### src/rtl/uart_tx.sv
// 8N1/8N2 UART transmitter: bytes enter a small FIFO over valid/ready and are
// serialized LSB-first onto tx_out. Back-to-back frames go out with no idle gap.
module uart_tx #(
  parameter int CLK_DIV    = 434,
  parameter int STOP_BITS  = 1,
  parameter int FIFO_DEPTH = 4
) (
  input  logic                        clk,
  input  logic                        rst,
  input  logic [7:0]                  tx_data,
  input  logic                        tx_valid,
  output logic                        tx_ready,
  output logic                        tx_out,
  output logic                        busy,
  output logic [$clog2(FIFO_DEPTH):0] fifo_level
);
  localparam int BAUD_W = $clog2(CLK_DIV);
  localparam int PTR_W  = $clog2(FIFO_DEPTH);
  localparam logic [BAUD_W-1:0] BAUD_LAST = BAUD_W'(CLK_DIV - 1);
  localparam logic [2:0]        STOP_LAST = 3'(STOP_BITS - 1);
  localparam logic [PTR_W:0]    FULL      = (PTR_W + 1)'(FIFO_DEPTH);

  typedef enum logic [1:0] {IDLE, START, DATA, STOP} state_t;

  logic [7:0]        mem [FIFO_DEPTH];
  logic [PTR_W-1:0]  wr_ptr;
  logic [PTR_W-1:0]  rd_ptr;
  logic [PTR_W:0]    count;
  logic              push;
  logic              pop;

  state_t            state;
  state_t            state_nxt;
  logic [BAUD_W-1:0] baud;
  logic [2:0]        bit_cnt;
  logic [7:0]        shift;
  logic              bit_end;
  logic              tx_nxt;
  logic              busy_nxt;

  // Ready comes from the registered count only, so a full FIFO never accepts
  // a byte even on the edge that pops one.
  assign tx_ready   = (count != FULL);
  assign push       = tx_valid && tx_ready;
  assign fifo_level = count;
  assign bit_end    = (baud == BAUD_LAST);

  always_ff @(posedge clk or posedge rst) begin
    if (rst) begin
      wr_ptr <= '0;
      rd_ptr <= '0;
      count  <= '0;
    end else begin
      if (push) wr_ptr <= wr_ptr + PTR_W'(1);
      if (pop)  rd_ptr <= rd_ptr + PTR_W'(1);
      case ({push, pop})
        2'b10:   count <= count + (PTR_W + 1)'(1);
        2'b01:   count <= count - (PTR_W + 1)'(1);
        default: count <= count;
      endcase
    end
  end

  always_ff @(posedge clk) begin
    if (push) mem[wr_ptr] <= tx_data;
  end

  // State register plus the baud/bit counters and registered line outputs.
  always_ff @(posedge clk or posedge rst) begin
    if (rst) begin
      state   <= IDLE;
      baud    <= '0;
      bit_cnt <= '0;
      tx_out  <= 1'b1;
      busy    <= 1'b0;
    end else begin
      state  <= state_nxt;
      tx_out <= tx_nxt;
      busy   <= busy_nxt;
      baud   <= (state == IDLE || bit_end) ? '0 : baud + BAUD_W'(1);
      if (bit_end && state == DATA)
        bit_cnt <= bit_cnt + 3'd1;
      else if (bit_end && state == STOP)
        bit_cnt <= (bit_cnt == STOP_LAST) ? 3'd0 : bit_cnt + 3'd1;
    end
  end

  // Shift register is loaded only on a pop; later tx_data changes cannot leak in.
  always_ff @(posedge clk) begin
    if (pop)
      shift <= mem[rd_ptr];
    else if (state == DATA && bit_end)
      shift <= {1'b0, shift[7:1]};
  end

  always_comb begin
    state_nxt = state;
    pop       = 1'b0;
    case (state)
      IDLE:
        if (count != '0) begin
          pop       = 1'b1;
          state_nxt = START;
        end
      START:
        if (bit_end) state_nxt = DATA;
      DATA:
        if (bit_end && bit_cnt == 3'd7) state_nxt = STOP;
      STOP:
        if (bit_end && bit_cnt == STOP_LAST) begin
          if (count != '0) begin
            pop       = 1'b1;
            state_nxt = START;
          end else begin
            state_nxt = IDLE;
          end
        end
      default:
        state_nxt = IDLE;
    endcase
  end

  always_comb begin
    tx_nxt   = 1'b1;
    busy_nxt = (state_nxt != IDLE);
    case (state_nxt)
      START:   tx_nxt = 1'b0;
      DATA:    tx_nxt = (state == START) ? shift[0] : (bit_end ? shift[1] : tx_out);
      default: tx_nxt = 1'b1;
    endcase
  end

endmodule
### config.mk
export PLATFORM = sky130hd
export DESIGN_NAME = uart_tx
export DESIGN_NICKNAME = d
export VERILOG_FILES = /design/src/rtl/uart_tx.sv
export SDC_FILE = /design/constraint.sdc
export NUM_CORES = 1
export LEC_CHECK = 0
export CORE_MARGIN = 2
export CORE_UTILIZATION = 30
export CTS_CLUSTER_DIAMETER = 40
export DETAILED_ROUTE_END_ITERATION = 8
export GPL_TIMING_DRIVEN = 0
export MAX_ROUTING_LAYER = met4
export SLEW_MARGIN = 10
export SYNTH_ARGS = -nofsm -noshare
export SYNTH_HDL_FRONTEND = slang
export SYNTH_SLANG_ARGS = --single-unit
### constraint.sdc
create_clock -name clk -period 3.6 [get_ports clk]
set_input_delay 0.72 -clock clk [delete_from_list [all_inputs] [get_ports clk]]
set_output_delay 0.72 -clock clk [all_outputs]
set_load 0.02 [all_outputs]
; ---- Yosys cells after proc, flatten, opt, wreduce, memory -nomap -nowiden
; Memory sizes are Yosys's and may differ from the RTL's.
; Index checks and enable logic that the tools add are counted.
[word_totals]
regBits = 31
ramBits = 32
input_bits = 11
output_inout_bits = 6
word_cells = 61
mem_count = 1
[memory_table]
columns = memory, depth, width, read_ports, rd_clocked_by_memory_dff, write_ports, line
row1 = mem, 4, 8, 1, 0, 1, 25  ; logic [7:0] mem [FIFO_DEPTH];
[classes]
add_sub_neg = 6
eq_ne = 11
n_mux = 21
reduce_logical = 13
[op_table]
columns = operator, count
row1 = $mux W8, 2
row2 = $add A9 B1 Y9 const B, 1
row3 = $eq A9 B9 Y1 const B, 1
row4 = $mux W3, 3
row5 = $mux W9, 1
row6 = $eq A2 B2 Y1 const B, 4
row7 = $mux W2, 4
row8 = $pmux W2 S4, 1
row9 = $reduce_bool A2 Y1, 4
row10 = $mux W1, 7
row11 = $add A3 B1 Y3 const B, 2
row12 = $eq A2 B1 Y1 const B, 3
row13 = $ne A3 B3 Y1 const B, 2
row14 = $pmux W3 S2, 1
row15 = $logic_and A1 B1 Y1, 5
row16 = $add A2 B1 Y2 const B, 2
row17 = $pmux W1 S2, 2
row18 = $eq A3 B3 Y1 const B, 1
row19 = $logic_not A3 Y1, 1
row20 = $reduce_bool A3 Y1, 1
row21 = $sub A3 B1 Y3 const B, 1
row22 = $logic_not A2 Y1, 1
row23 = $logic_or A1 B1 Y1, 1

; ---- Longest topological paths before layout
; Gate-level depths: netlist of run 1.
[depth]
word_depth = 6
depth_mapped = 12
mapped_depth_nobuf = 11

; ---- Least setup slack after synthesis of run 1
; Ideal clock, no wire load.
[synth_path]
path_type = reg2reg
start = register baud[1]
end = register count[2], in the netlist fifo_level[2]
arrival_ns = 2.308
t_required_ns = 3.520
slack_ns = 1.213
path_stages_with_launch = 13
n_path_buf = 1
path_cell_list = dfrtp_1 > inv_1 > ha_1 > and4b_1 > a31oi_1 > nor3_2 > buf_6 > ha_1 > inv_1 > fa_1 > xor2_1 > nor2_1 > xor2_1
[synth_between]
elab_chain_len = 6
elab_cells_between_ends = 8
classes_between = eq/ne: 3 / mux: 3 / reduce/logical: 2
[synth_lines]
columns = item, line
row1 = "start, declared", 34  ; logic [BAUD_W-1:0] baud;
row2 = "start signal, assigned", 80  ; baud <= (state == IDLE || bit_end) ? '0 : baud + BAUD_W'(1);
row3 = $eq A9 B9 Y1 *, 46  ; assign bit_end = (baud == BAUD_LAST);
row4 = $logic_and A1 B1 Y1 *, 110  ; if (bit_end && bit_cnt == STOP_LAST) begin
row5 = $mux W1 *, 110
row6 = $pmux W1 S2 *, 99  ; case (state)
row7 = $eq A2 B1 Y1 or $eq A2 B2 Y1 (tied branches), 56  ; case ({push, pop})
row8 = $pmux W3 S2 or $reduce_bool A2 Y1 (tied branches), -
row9 = "end signal, assigned", 57  ; 2'b10: count <= count + (PTR_W + 1)'(1);
row10 = "end signal, assigned", 58  ; 2'b01: count <= count - (PTR_W + 1)'(1);
row11 = "end signal, assigned", 59  ; default: count <= count;
row12 = "end, declared", 28  ; logic [PTR_W:0] count;
; Mark *: on every way between the ends. The rest lies on a longest branch, timed or not.
; A chain may end at the register's enable or synchronous reset.

; ---- Worst setup path in the final report of run 1
; Ends and elaborated chain as after synthesis.

==> run_results.csv, run 1 <==
group,metric,value,unit
logic_synthesis,postSynthAreaPerCell,14.8,um^2
worst_setup_path,path_max_fanout,10,
clock_tree,clockBufferDepth,2,
logic_synthesis,yosys.area.top_type_share,0.419,
logic_synthesis,ys_seq_area_frac,0.620,
die,dieArea,10400,um^2
grt,grt_pass1_vias,1611,
worst_setup_path,startpoint_type,"register",
sta,finalMaxSlewViolations,0,
pwr,peakVddDrop,0.347,mV
die,die_w,102,um
clock_tree,cts_tree,"done",
sta,max_freq,0.380,GHz
worst_setup_path,ff2ff_path_depth,12,
final_layout,filler_cell_count,887,
logic_synthesis,synthDistinctLibCells,45,
placed_design,globalplace.congestion,0.763,
clock_tree,clk_pin_slew_worst_paths,0.06,ns
worst_setup_path,cp.required,3.86,ns
clock_tree,post-cts-setup-buffer-count,0,
sta,final-setup-viol-count,0,
worst_setup_path,arrival,2.89,ns
pwr,power,1.80,mW
placed_design,dpl_cell_area,3190,um^2
sta,rsz0062_at_grt,"no",
logic_synthesis,synth.area.mux_share,0.112,
clock_tree,clk_latency,0.34,ns
worst_setup_path,setup.worst_path.class,"register to register",
worst_hold_path,min_from,"baud[0]$_DFF_PP0_",
worst_hold_path,min_delay_path_depth,1,
logic_synthesis,yosys.area_share.simple,0.0946,
die,io_pins,17,
logic_synthesis,synth_top_family_by_area,"multiplexers",
worst_setup_path,cp-end-kind,"register",
pwr,power_frac_comb,0.154,
final_layout,n_antenna_cell,0,
sta,hold_violations,0,
worst_setup_path,cp-startpoint,"baud[1]$_DFF_PP0_",
logic_synthesis,synth_area_leaders,"edfxtp_1, dfrtp_1, mux4_2",
worst_setup_path,r2r_start,"baud[1]$_DFF_PP0_",
die,coreArea,9240,um^2
sta,timing.setup.tns,0,ns
logic_synthesis,synth_compound_area_frac,0.0375,
route,routed_wl,4620,um
final_layout,layout_commonest_cell,"edfxtp_1",
pwr,clkPwrFrac,0.333,
sta,slew_headroom,0.416,
final_layout,layout-drive-gt1-share,0.186,
pwr,p_leak,1.33,nW
logic_synthesis,synth_area,2870,um^2
clock_tree,clkSinkCount,63,
final_layout,final_util,0.367,
logic_synthesis,yosysWarnings,0,
logic_synthesis,yosysTopAreaCell,"edfxtp_1",
logic_synthesis,synth_adder_area_share,0.0680,
route,wl_per_cell,13.0,um
grt,grt_max_degree,24,
grt,grt_overflow_total,0,
placed_design,dpl.hpwl,3220,um
clock_tree,cts_root_buf,"clkbuf_8",
outcome,status,"finished clean",
die,row_count,35,
worst_hold_path,hold_class,"register to register",
grt,antenna_found_initial,0,
sta,min_period_over_period,0.731,
route,firstDrtPassIters,4,
flow_run,drv_cap,0,
final_layout,final_cell_area,3390,um^2
sta,fin_skew,0.0103,ns
final_layout,fin_nets,247,
clock_tree,hold_buffers,0,
logic_synthesis,syn_nets,220,
route,vias_per_cell,4.35,
final_layout,synthToLayoutAreaGrowth,18.1,%
die,fp.dieH,102,um
pwr,internal-power,1.32,mW
sta,post-route-min-period,2.63,ns
route,drc_errors,0,
clock_tree,htree_levels,3,
pwr,power_frac_seq,0.513,
grt,grt_use_total,0.108,
route,drt-initial-drc-count,101,
pwr,p_per_area,531,nW/um^2
route,vias,1543,
sta,hold_slack,0.521,ns
die,initial_core_util,0.310,
route,postRouteAntennaNets,0,
final_layout,final_cell_mix,"edfxtp_1, dfrtp_1, nor2_1, clkdlybuf4s50_1, inv_1",
sta,tightest_slew,0.876,ns
pwr,p_switching,0.481,mW
logic_synthesis,synth-xor-area-share,0.0397,
clock_tree,cts_buffers,9,
grt,grt_pass1_wl,8050,um
placed_design,numPortBuffers,16,
pwr,p_sw_frac,0.267,
logic_synthesis,ys_ff_latch,63,
logic_synthesis,postSynthCellCount,194,
clock_tree,cts-resized-gates,0,
==> cell usage after synthesis, drive strengths merged <==
library cell / n
edfxtp: 40
dfrtp: 22
nor2: 16
inv: 15
ha: 14
nand2: 10
mux2: 9
mux4: 8
xnor2: 8
o21ai: 5
xor2: 5
and3: 4
nand3: 4
and2: 3
buf: 3
o211ai: 3
mux2i: 2
nor3: 2
or2: 2
a21o: 1
a21oi: 1
a22oi: 1
a311oi: 1
a31oi: 1
and3b: 1
and4b: 1
and4bb: 1
clkbuf: 1
dfstp: 1
fa: 1
nand2b: 1
nand4: 1
nand4b: 1
nand4bb: 1
nor4: 1
o22ai: 1
o311ai: 1
or2b: 1
==> path summary, 6_finish.rpt <==
kind                                                   to  slack [ns]
max in group asynchronous           rd_ptr[0]$_DFFE_PP0N_        2.19
worst min-delay path                    baud[0]$_DFF_PP0_        0.52
worst max-delay path            fifo_level[2]$_DFFE_PP0P_        0.97
worst min register to register          baud[0]$_DFF_PP0_        0.52
worst max register to register  fifo_level[2]$_DFFE_PP0P_        0.97
min in group asynchronous           rd_ptr[1]$_DFFE_PP0N_        0.87
==> cell families (layout without fill, tap and decap cells) <==
kind of cell	after synthesis	count (layout)
flip-flops	63	63
AND/OR/NAND/NOR	50	50
multiplexers	19	19
XOR/XNOR	13	13
adder cells (fa/ha/maj)	15	15
buffers and inverters	19	51
AO/OA/AOI/OAI	15	15
==> registers in the layout, indices dropped and copies added, names as in the netlist <==
signal,count
mem,32
baud,9
shift,8
bit_cnt,3
fifo_level,3
rd_ptr,2
state,2
wr_ptr,2
busy,1
tx_out,1
==> power groups by stage <==
| stage | clock [mW] | combinational (mW) | sequential (mW) |
|---|---|---|---|
| 3_5_place_dp | 0 | 0.284 | 0.941 |
| 2_1_floorplan | 0 | 0.158 | 0.945 |
| 5_1_grt | 0.651 | 0.316 | 0.934 |
| 4_1_cts | 0.617 | 0.286 | 0.926 |
| 3_3_place_gp | 0 | 0.278 | 0.935 |
| 6_report | 0.599 | 0.278 | 0.923 |
==> final cells by class <==
class,count,area (um^2),share of cell area
Timing Repair Buffer,16,160,0.0473
Tap cell,129,161,0.0476
Sequential cell,63,1780,0.525
Multi-Input combinational cell,112,1010,0.298
Clock buffer,9,124,0.0366
Clock inverter,7,73.8,0.0218
Buffer,4,26.3,0.00775
Inverter,15,56.3,0.0166
==> metal layers <==
metal / wire (um) / track usage / up-vias
met1: 2230 / 0.137 / 753
met5: 0 / - / -
met4: 65 / 0.0405 / 0
li1: - / - / 758
met2: 2150 / 0.156 / 26
met3: 172 / 0.0421 / 6
==> through the flow <==
stage	setup slack [ns]	std cells
finish	0.970	355
CTS	0.943	355
floorplan	1.21	194
global route	0.791	355
global placement	0.961	339
detailed placement	0.961	339
==> critical path, cell delays in order (launching register included) <==
cell and delay, ns:
dfrtp_1 0.40, inv_1 0.06, ha_1 0.16, and4b_1 0.27, a31oi_1 0.14, nor3_2 0.27, buf_6 0.23, ha_1 0.20
inv_1 0.06, fa_1 0.37, xor2_1 0.15, nor2_1 0.11, xor2_1 0.15
Note: power is estimated with default switching activity, not from simulation.
==> run 2: changes to the inputs <==
clock period = 2.5 ns   (was 3.6 ns; I/O delays follow)
==> run_results.csv, run 2 (same netlist as run 1, synthesis figures left out) <==
group,metric,value,unit
clock_tree,htree_levels,3,
grt,grt_use_total,0.109,
die,die_w,102,um
worst_setup_path,path_buf_inv,2,
die,fp.dieH,102,um
worst_setup_path,arrival,2.62,ns
sta,finalMaxSlewViolations,0,
clock_tree,clk_latency,0.34,ns
worst_setup_path,crit_cells,11,
worst_hold_path,hold_class,"register to register",
flow_run,drv_cap,0,
route,drc_errors,0,
clock_tree,clkSinkCount,63,
clock_tree,cts_root_buf,"clkbuf_8",
sta,final-setup-viol-count,0,
route,routed_wl,4740,um
die,dieArea,10400,um^2
final_layout,regMostFlops,"mem",
worst_setup_path,startpoint_type,"register",
final_layout,final_cell_mix,"edfxtp_1, dfrtp_1, nor2_1, clkdlybuf4s50_1, inv_1",
pwr,p_sw_frac,0.268,
clock_tree,cts_buffers,9,
worst_setup_path,r2r_start,"baud[0]$_DFF_PP0_",
grt,antenna_found_initial,0,
final_layout,n_antenna_cell,0,
worst_setup_path,path_max_fanout,5,
worst_setup_path,setup.worst_path.class,"register to register",
route,postRouteAntennaNets,0,
placed_design,globalplace.congestion,0.763,
worst_setup_path,path_cells,"ha_1 -> and4b_1 -> a31oi_1 -> nor3_2 -> buf_6 -> ha_1 -> inv_1 -> fa_1 -> xor2_1 -> nor2_1 -> xor2_1",
pwr,p_switching,0.695,mW
route,vias,1541,
sta,slew_headroom,0.393,
grt,grt_overflow_total,0,
pwr,power_frac_seq,0.513,
pwr,power_frac_comb,0.154,
final_layout,reg_top3,"mem (32), baud (9), shift (8)",
outcome,status,"finished clean",
worst_hold_path,min_delay_path_depth,1,
final_layout,layout.cells.non_filler,360,
worst_setup_path,cp-startpoint,"baud[0]$_DFF_PP0_",
worst_setup_path,cp.required,2.76,ns
pwr,clkPwrFrac,0.333,
clock_tree,hold_buffers,0,
clock_tree,clockBufferDepth,2,
worst_setup_path,critPathTopFamily,"adder cells",
sta,tightest_slew,0.910,ns
worst_hold_path,min_from,"baud[0]$_DFF_PP0_",
grt,grt_pass1_wl,8140,um
worst_setup_path,ff2ff_path_depth,11,
placed_design,dpl_cell_area,3190,um^2
grt,grt_pass1_vias,1616,
sta,fin_skew,0.0111,ns
pwr,p_leak,1.36,nW
placed_design,dp_slack,-0.139,ns
sta,min_period_over_period,0.944,
sta,hold_violations,0,
route,firstDrtPassIters,4,
final_layout,layout-drive-gt1-share,0.208,
final_layout,final_cell_area,3430,um^2
die,coreArea,9240,um^2
pwr,internal-power,1.90,mW
clock_tree,clk_pin_slew_worst_paths,0.06,ns
worst_setup_path,crit_slowest_cell,"dfrtp_1",
placed_design,numPortBuffers,16,
sta,max_freq,0.424,GHz
pwr,p_per_area,757,nW/um^2
die,io_pins,17,
final_layout,fin_nets,252,
sta,post-route-min-period,2.36,ns
final_layout,synthToLayoutAreaGrowth,19.5,%
worst_setup_path,crit_path_max_incr_delay,0.41,ns
placed_design,dpl.hpwl,3220,um
pwr,peakVddDrop,0.498,mV
final_layout,layout_commonest_cell,"edfxtp_1",
clock_tree,cts_tree,"done",
final_layout,largest_reg_flops,32,
die,initial_core_util,0.310,
route,drt-initial-drc-count,92,
grt,grt_max_degree,24,
sta,layout_setup_ws,0.139,ns
route,wl_per_cell,13.2,um
worst_setup_path,cp-end-kind,"register",
route,vias_per_cell,4.28,
placed_design,dp.cells,339,
die,row_count,35,
-- run 2: cell count changes in the layout (fill, tap and decap cells not counted), sizes merged --
cell,before,now
buf,3,8
-- run 2: final timing paths --
check                           slack [ns]                         to
worst max-delay path                  0.14  fifo_level[2]$_DFFE_PP0P_
worst min-delay path                  0.52          baud[0]$_DFF_PP0_
worst max register to register        0.14  fifo_level[2]$_DFFE_PP0P_
worst min register to register        0.52          baud[0]$_DFF_PP0_
max in group asynchronous             1.22         state[0]$_DFF_PP0_
min in group asynchronous             0.66  fifo_level[2]$_DFFE_PP0P_
-- run 2: cell type report --
class | instances | area, um^2
inverters | 15 | 56.3
clock buffers | 9 | 124
multi-input cells | 112 | 1010
plain buffers | 4 | 26.3
clock inverters | 7 | 73.8
well taps | 129 | 161
flip-flops and latches | 63 | 1780
fillers | 885 | 5810
repair buffers | 21 | 198
-- run 2: power by group through the flow --
| stage | clock (mW) | sequential [mW] | combinational [mW] |
|---|---|---|---|
| after floorplan | 0 | 1.36 | 0.227 |
| after global placement | 0 | 1.35 | 0.400 |
| after detailed placement | 0 | 1.35 | 0.409 |
| after CTS | 0.889 | 1.33 | 0.411 |
| after global routing | 0.938 | 1.34 | 0.455 |
| final | 0.864 | 1.33 | 0.400 |
-- run 2: per-stage QoR --
step / hold WS (ns) / utilization / power, mW / setup TNS [ns]
3_3_place_gp: 0.510 / 0.345 / 1.75 / -0.139
5_1_grt: 0.550 / 0.371 / 2.74 / -0.00391
3_5_place_dp: 0.508 / 0.345 / 1.76 / -0.139
2_1_floorplan: 0.480 / - / 1.59 / 0
4_1_cts: 0.517 / 0.369 / 2.63 / 0
6_report: 0.519 / 0.371 / 2.59 / 0
-- run 2: repair_timing --
| action | CTS | global route |
|---|---|---|
| endpoints found under the setup margin | 1 | 1 |
| pin swaps | 1 | 1 |
| cloned | 0 | 0 |
| gates resized for setup | 0 | 1 |
| buffers inserted | 3 | 2 |
-- run 2: layer usage --
metal,track usage,wire length [um],up-vias
li1,-,-,764
met1,0.142,2350,752
met2,0.155,2170,19
met3,0.0421,150,6
met4,0.0405,77,0
met5,-,0,-
